`config.mk`:
```
export PLATFORM = sky130hd
export DESIGN_NAME = cg_gate_cond
export DESIGN_NICKNAME = d
export VERILOG_FILES = /design/src/rtl/cg_pkg.sv /design/src/rtl/cg_gate_filter.sv /design/src/rtl/cg_gate_cond.sv
export SDC_FILE = /design/constraint.sdc
export NUM_CORES = 1
export LEC_CHECK = 0
export ABC_AREA = 1
export BUFFER_PORTS_ARGS = -buffer_cell sky130_fd_sc_hd__buf_4
export CAP_MARGIN = 30
export CORE_ASPECT_RATIO = 0.8
export CORE_MARGIN = 2
export CORE_UTILIZATION = 64
export DETAILED_ROUTE_END_ITERATION = 8
export GPL_TIMING_DRIVEN = 0
export PLACE_DENSITY = 0.86
export SLEW_MARGIN = 15
export SYNTH_ARGS = -nofsm -noshare
export SYNTH_HDL_FRONTEND = slang
export SYNTH_HIERARCHICAL = 1
export SYNTH_SLANG_ARGS = --single-unit
```
`constraint.sdc`:
```
create_clock -name clk -period 6.3 [get_ports clk]
set_input_delay 1.26 -clock clk [delete_from_list [all_inputs] [get_ports clk]]
set_output_delay 1.26 -clock clk [all_outputs]
set_load 0.02 [all_outputs]
```
`src/rtl/cg_pkg.sv`:
```
// ============================================================================
// Module   : cg_pkg
// Brief    : Types and constants shared by the photo-gate conditioner and core
// Revision : 1.0
// ============================================================================
`default_nettype none

package cg_pkg;

    localparam int CNT_W_DEF = 24;

    typedef enum logic [1:0] {
        IDLE   = 2'd0,
        ARMED  = 2'd1,
        TIMING = 2'd2
    } state_t;

endpackage

`default_nettype wire

```
`src/rtl/cg_gate_filter.sv`:
```
// ============================================================================
// Module   : cg_gate_filter
// Brief    : Raw gate synchroniser, glitch filter and rise/fall pulse generator
// Revision : 1.0
// ============================================================================
`default_nettype none

module cg_gate_filter #(
    parameter int FLT_W       = 8,
    parameter int SYNC_STAGES = 2
) (
    input  logic             clk,
    input  logic             I_RST,
    input  logic             I_RAW,
    input  logic [FLT_W-1:0] I_FLT,
    output logic             O_GATE,
    output logic             O_RISE,
    output logic             O_FALL
);

    logic [SYNC_STAGES-1:0] r_sync;
    logic [FLT_W-1:0]       r_fcnt;
    logic                   r_gate;
    logic                   r_rise;
    logic                   r_fall;
    logic                   w_s;
    logic                   w_diff;
    logic                   w_take;

    assign w_s    = r_sync[SYNC_STAGES-1];
    assign w_diff = (w_s != r_gate);
    // >= so that lowering I_FLT mid-count takes effect at once
    assign w_take = w_diff && (r_fcnt >= I_FLT);

    always_ff @(posedge clk) begin
        if (I_RST) begin
            r_sync <= '0;
            r_fcnt <= '0;
            r_gate <= 1'b0;
            r_rise <= 1'b0;
            r_fall <= 1'b0;
        end else begin
            r_sync <= {r_sync[SYNC_STAGES-2:0], I_RAW};
            if (w_take) begin
                r_gate <= w_s;
                r_fcnt <= '0;
            end else if (w_diff) begin
                r_fcnt <= r_fcnt + 1'b1;
            end else begin
                r_fcnt <= '0;
            end
            r_rise <= w_take && w_s;
            r_fall <= w_take && !w_s;
        end
    end

    assign O_GATE = r_gate;
    assign O_RISE = r_rise;
    assign O_FALL = r_fall;

endmodule

`default_nettype wire

```
`src/rtl/cg_gate_cond.sv`:
```
// ============================================================================
// Module   : cg_gate_cond
// Brief    : Photo-gate conditioner with beam-broken transit-time measurement
// Revision : 1.0
// ============================================================================
`default_nettype none

module cg_gate_cond
    import cg_pkg::*;
#(
    parameter int CNT_W       = CNT_W_DEF,
    parameter int FLT_W       = 8,
    parameter int SYNC_STAGES = 2
) (
    input  logic             clk,
    input  logic             I_RST,
    input  logic             I_RAW,
    input  logic [FLT_W-1:0] I_FLT,
    input  logic             I_ARM,
    input  logic [CNT_W-1:0] I_TMO,
    output logic             O_GATE,
    output logic             O_RISE,
    output logic             O_FALL,
    output logic             O_BUSY,
    output logic             O_VLD,
    output logic [CNT_W-1:0] O_DUR,
    output logic             O_TMO,
    output logic             O_ERR
);

    localparam logic [CNT_W-1:0] c_cnt_max = '1;

    state_t           r_state, w_state_nxt;
    logic [CNT_W-1:0] r_tcnt, w_tcnt_nxt;
    logic [CNT_W-1:0] r_dcnt, w_dcnt_nxt;
    logic [CNT_W-1:0] r_dur, w_dur_nxt;
    logic             r_vld, w_vld_nxt;
    logic             r_tmo, w_tmo_nxt;
    logic             r_err, w_err_nxt;
    logic             w_gate, w_rise, w_fall;
    logic [CNT_W-1:0] w_tcnt_inc;
    logic             w_tmo_hit;

    cg_gate_filter #(
        .FLT_W       (FLT_W),
        .SYNC_STAGES (SYNC_STAGES)
    ) u_filter (
        .clk    (clk),
        .I_RST  (I_RST),
        .I_RAW  (I_RAW),
        .I_FLT  (I_FLT),
        .O_GATE (w_gate),
        .O_RISE (w_rise),
        .O_FALL (w_fall)
    );

    assign w_tcnt_inc = (r_tcnt == c_cnt_max) ? r_tcnt : r_tcnt + 1'b1;
    assign w_tmo_hit  = (I_TMO != '0) && (w_tcnt_inc == I_TMO);

    always_ff @(posedge clk) begin
        if (I_RST) begin
            r_state <= IDLE;
            r_tcnt  <= '0;
            r_dcnt  <= '0;
            r_dur   <= '0;
            r_vld   <= 1'b0;
            r_tmo   <= 1'b0;
            r_err   <= 1'b0;
        end else begin
            r_state <= w_state_nxt;
            r_tcnt  <= w_tcnt_nxt;
            r_dcnt  <= w_dcnt_nxt;
            r_dur   <= w_dur_nxt;
            r_vld   <= w_vld_nxt;
            r_tmo   <= w_tmo_nxt;
            r_err   <= w_err_nxt;
        end
    end

    always_comb begin
        w_state_nxt = r_state;
        w_tcnt_nxt  = r_tcnt;
        w_dcnt_nxt  = r_dcnt;
        w_dur_nxt   = r_dur;
        w_vld_nxt   = 1'b0;
        w_tmo_nxt   = r_tmo;
        w_err_nxt   = r_err;
        case (r_state)
            IDLE: begin
                if (I_ARM) begin
                    if (w_gate) begin
                        w_err_nxt = 1'b1;
                    end else begin
                        w_tmo_nxt   = 1'b0;
                        w_err_nxt   = 1'b0;
                        w_tcnt_nxt  = '0;
                        w_state_nxt = ARMED;
                    end
                end
            end
            ARMED: begin
                w_tcnt_nxt = w_tcnt_inc;
                if (w_rise) begin
                    w_dcnt_nxt  = CNT_W'(1);
                    w_state_nxt = TIMING;
                end else if (w_tmo_hit) begin
                    w_tmo_nxt   = 1'b1;
                    w_state_nxt = IDLE;
                end
            end
            TIMING: begin
                w_tcnt_nxt = w_tcnt_inc;
                // A completed measurement takes priority over a coincident timeout
                if (w_fall) begin
                    w_dur_nxt   = r_dcnt;
                    w_vld_nxt   = 1'b1;
                    w_state_nxt = IDLE;
                end else if (w_tmo_hit) begin
                    w_tmo_nxt   = 1'b1;
                    w_state_nxt = IDLE;
                end else if (w_gate && (r_dcnt != c_cnt_max)) begin
                    w_dcnt_nxt = r_dcnt + 1'b1;
                end
            end
            default: begin
                w_state_nxt = IDLE;
            end
        endcase
    end

    assign O_GATE = w_gate;
    assign O_RISE = w_rise;
    assign O_FALL = w_fall;
    assign O_BUSY = (r_state != IDLE);
    assign O_VLD  = r_vld;
    assign O_DUR  = r_dur;
    assign O_TMO  = r_tmo;
    assign O_ERR  = r_err;

endmodule

`default_nettype wire
```
==> flow_metrics.py <==
metrics = {
    "status": {
        "outcome": "completed",
    },
    "sta": {
        "finalCritPeriodShare": 0.546,
        "rsz0062_at_grt": "no",
        "hold_violations": 0,
        "worstMarginPinSlew_ns": 0.769,
        "final_max_slew_viol_count": 0,
        "setup_viol": 0,
        "fin_crit_ns": 3.44,
        "finClkSkew_ns": 0.00931,
        "fmax_ghz": 0.291,
        "slew_headroom": 0.483,
        "fin_setup_tns_ns": 0,
    },
    "power": {
        "power.density_nw_per_um2": 190,
        "leakage_nw": 2.81,
        "power.total_w": 0.00128,
        "vdd_drop_max_v": 0.000207,
    },
    "floorplan": {
        "core_um2": 8630,
        "dieWidth_um": 110,
        "boundaryPins": 67,
        "die_h_um": 89.0,
        "die-area_um2": 9820,
        "start_util": 0.670,
        "rows": 30,
    },
    "setup_path": {
        "startpoint_type": "flop",
        "r2r-start": "r_tcnt[0]",
        "path_buf_inv": 2,
        "cp.required_ns": 6.59,
        "worst_path_most_repeated_cell": "nor2_1",
        "slowest_delay_ns": 0.46,
        "path_depth": 16,
        "cp.arrival_ns": 3.73,
        "crit_path_cell_trace": "ha_1 -> inv_2 -> nor2_2 -> nand2_2 -> nor2_4 -> nand2_4 -> buf_6 -> nand3_1 -> nand2_1 -> nor2_1 -> nand2_1 -> nor3_2 -> nand3_1 -> nor2_1 -> o21ai_0 -> nor2_1",
        "cp-startpoint": "r_tcnt[0]",
        "reg2reg_depth": 16,
        "rr_endpoint": "O_TMO",
        "path_max_fanout": 10,
        "worstSetupPathType": "reg -> reg",
        "critPathCaptureType": "flop",
        "r2r_slack_ns": 2.86,
        "cp_top_family": "simple AND/OR/NAND/NOR gates",
        "crit_path_top_delay_cell": "dfxtp_1",
        "endpoint": "O_TMO",
    },
    "global_route": {
        "gr-total-overflow": 0,
        "first_global_vias": 5890,
        "antenna_found_initial": 0,
        "grt_pass1_wl_mm": 28.7,
        "grt_max_degree": 19,
        "track_usage": 0.381,
    },
    "clock_tree": {
        "cts.hold.buffers_added": 0,
        "cts_sinks": 90,
        "clkSlewWorstSetupHoldPaths_ns": 0.07,
        "clk_path_buf_depth": 2,
        "htree_levels": 3,
        "cts_tree": "built",
        "post_cts.repair.setup_buffers": 0,
        "clk_latency_ns": 0.35,
        "post_cts_resized": 0,
        "numCtsBuffers": 9,
        "clockRootBuffer": "clkbuf_16",
    },
    "hold_path": {
        "hp-start": "u_filter/r_sync[0]",
        "worstHoldPathType": "reg -> reg",
    },
    "synthesis": {
        "syn-num-nets": 980,
        "syn_area_per_cell_um2": 6.22,
        "ys_seq_area_frac": 0.312,
        "syn_area_um2": 5780,
        "ys_ff_latch": 90,
        "yosys.cell_types.count": 36,
        "synth_cells": 929,
        "yosys_warnings": 6,
    },
    "routing": {
        "final_antenna_net_count": 0,
        "vias": 6681,
        "post-route-drc-count": 0,
        "viasPerCell": 5.95,
        "drt-wirelength-per-cell_um": 16.7,
        "drt_wl_total_mm": 18.7,
        "first_pass_iters": 6,
        "drt-initial-drc-count": 1014,
    },
    "cells_and_area": {
        "final_common_cell": "nand2_1",
        "layout-drive-gt1-share": 0.118,
        "area_growth_pct": 16.5,
        "mostFrequentLayoutCells": "255 x nand2_1, 136 x nor2_1, 95 x nand3_1",
        "final_cell_area_um2": 6740,
        "finalNetCount": 1057,
        "num_antenna_cells": 0,
    },
    "flow_run": {
        "drv_cap": 0,
    },
    "placed_design": {
        "io_buffers": 66,
        "gp_congestion": 1.01,
        "place_area_um2": 6420,
        "post-dp-hpwl_mm": 14.3,
    },
}
-- cells by family (layout without fill, tap and decap cells) --
logic type      Yosys count  count (layout)  synth area share
flops                    90              90             0.312
fa+ha+maj                15              15            0.0325
xor+xnor                 33              33            0.0500
simple gates            561             561             0.422
buf+inv                 128             210            0.0931
compound gates          102             102            0.0911
-- registers in the layout, summed over array words and instances, names as in the netlist --
name	count
u_filter/O_RISE	1
u_filter/O_GATE	1
O_ERR	1
u_filter/r_sync	2
O_TMO	1
u_filter/O_FALL	1
O_VLD	1
r_dcnt	24
r_tcnt	24
u_filter/r_fcnt	8
r_state	2
O_DUR	24
-- worst min path at each step --
stage	slack [ns]	cells past startpoint	endpoint
floorplan	0.39	2	u_filter/r_sync[1]
global placement	0.39	2	u_filter/r_sync[1]
detailed placement	0.40	2	u_filter/r_sync[1]
CTS	0.41	2	u_filter/r_sync[1]
global route	0.44	2	u_filter/r_sync[1]
finish	0.41	2	u_filter/r_sync[1]
-- cells in the mapped netlist --
cell / count / area share
a21oi_1: 69 / 0.060
a311oi_1: 1 / 0.0015
and2_1: 1 / 0.0011
and3_1: 1 / 0.0011
buf_1: 1 / 0.00065
buf_2: 3 / 0.0026
buf_4: 3 / 0.0039
buf_6: 5 / 0.0097
clkbuf_1: 16 / 0.010
clkinv_1: 4 / 0.0026
dfxtp_1: 90 / 0.31
dlygate4sd1_1: 1 / 0.0015
ha_1: 15 / 0.032
inv_1: 93 / 0.060
inv_2: 2 / 0.0013
nand2_1: 255 / 0.17
nand2_2: 8 / 0.0087
nand2_4: 2 / 0.0039
nand3_1: 95 / 0.082
nand3_2: 2 / 0.0035
nand3b_1: 3 / 0.0039
nand4_1: 27 / 0.029
nor2_1: 136 / 0.088
nor2_2: 7 / 0.0076
nor2_4: 1 / 0.0019
nor3_1: 10 / 0.0087
nor3_2: 3 / 0.0052
nor3b_1: 1 / 0.0013
nor4_1: 8 / 0.0087
o21a_1: 1 / 0.0013
o21ai_0: 27 / 0.023
o21bai_1: 3 / 0.0039
o31ai_1: 1 / 0.0013
or2_2: 1 / 0.0011
xnor2_1: 6 / 0.0091
xor2_1: 27 / 0.041
-- metal layers --
metal  share of wire  up-vias  global-route usage
met5               0        -                   0
met4           0.018        0              0.0955
met3            0.13       46               0.113
met2            0.42      449               0.575
met1            0.43     3028               0.537
li1                -     3158                   -
-- final cells by class --
| class | count | area (um2) |
|---|---|---|
| Sequential cell | 90 | 1800 |
| Tap cell | 112 | 140 |
| Buffer | 29 | 166 |
| Fill cell | 694 | 1900 |
| Timing Repair Buffer | 66 | 495 |
| Clock buffer | 9 | 225 |
| Inverter | 99 | 372 |
| Multi-Input combinational cell | 711 | 3440 |
| Clock inverter | 7 | 95.1 |
-- worst register-to-register path, stage by stage (launching register included) --
cell and delay, ns:
dfxtp_1 0.46, ha_1 0.40, inv_2 0.06, nor2_2 0.19
nand2_2 0.15, nor2_4 0.19, nand2_4 0.10, buf_6 0.16
nand3_1 0.19, nand2_1 0.08, nor2_1 0.09, nand2_1 0.12
nor3_2 0.29, nand3_1 0.41, nor2_1 0.27, o21ai_0 0.13
nor2_1 0.11
-- power by group --
| group | internal [W] | leakage (nW) | switching (W) |
|---|---|---|---|
| combinational | 0.0000442 | 1.92 | 0.0000841 |
| sequential | 0.000572 | 0.726 | 0.00000421 |
| clock | 0.000319 | 0.157 | 0.000259 |
| total | 0.000936 | 2.81 | 0.000347 |
-- through the flow --
step / util / hold slack (ns) / cells / worst slack [ns]
floorplan: - / 0.388 / 929 / 3.82
global placement: 0.743 / 0.395 / 1107 / 3.06
detailed placement: 0.743 / 0.398 / 1107 / 3.01
CTS: 0.780 / 0.410 / 1123 / 3.03
global route: 0.780 / 0.441 / 1123 / 2.75
finish: 0.780 / 0.413 / 1123 / 2.86
Power figures use the tool's default switching activity.
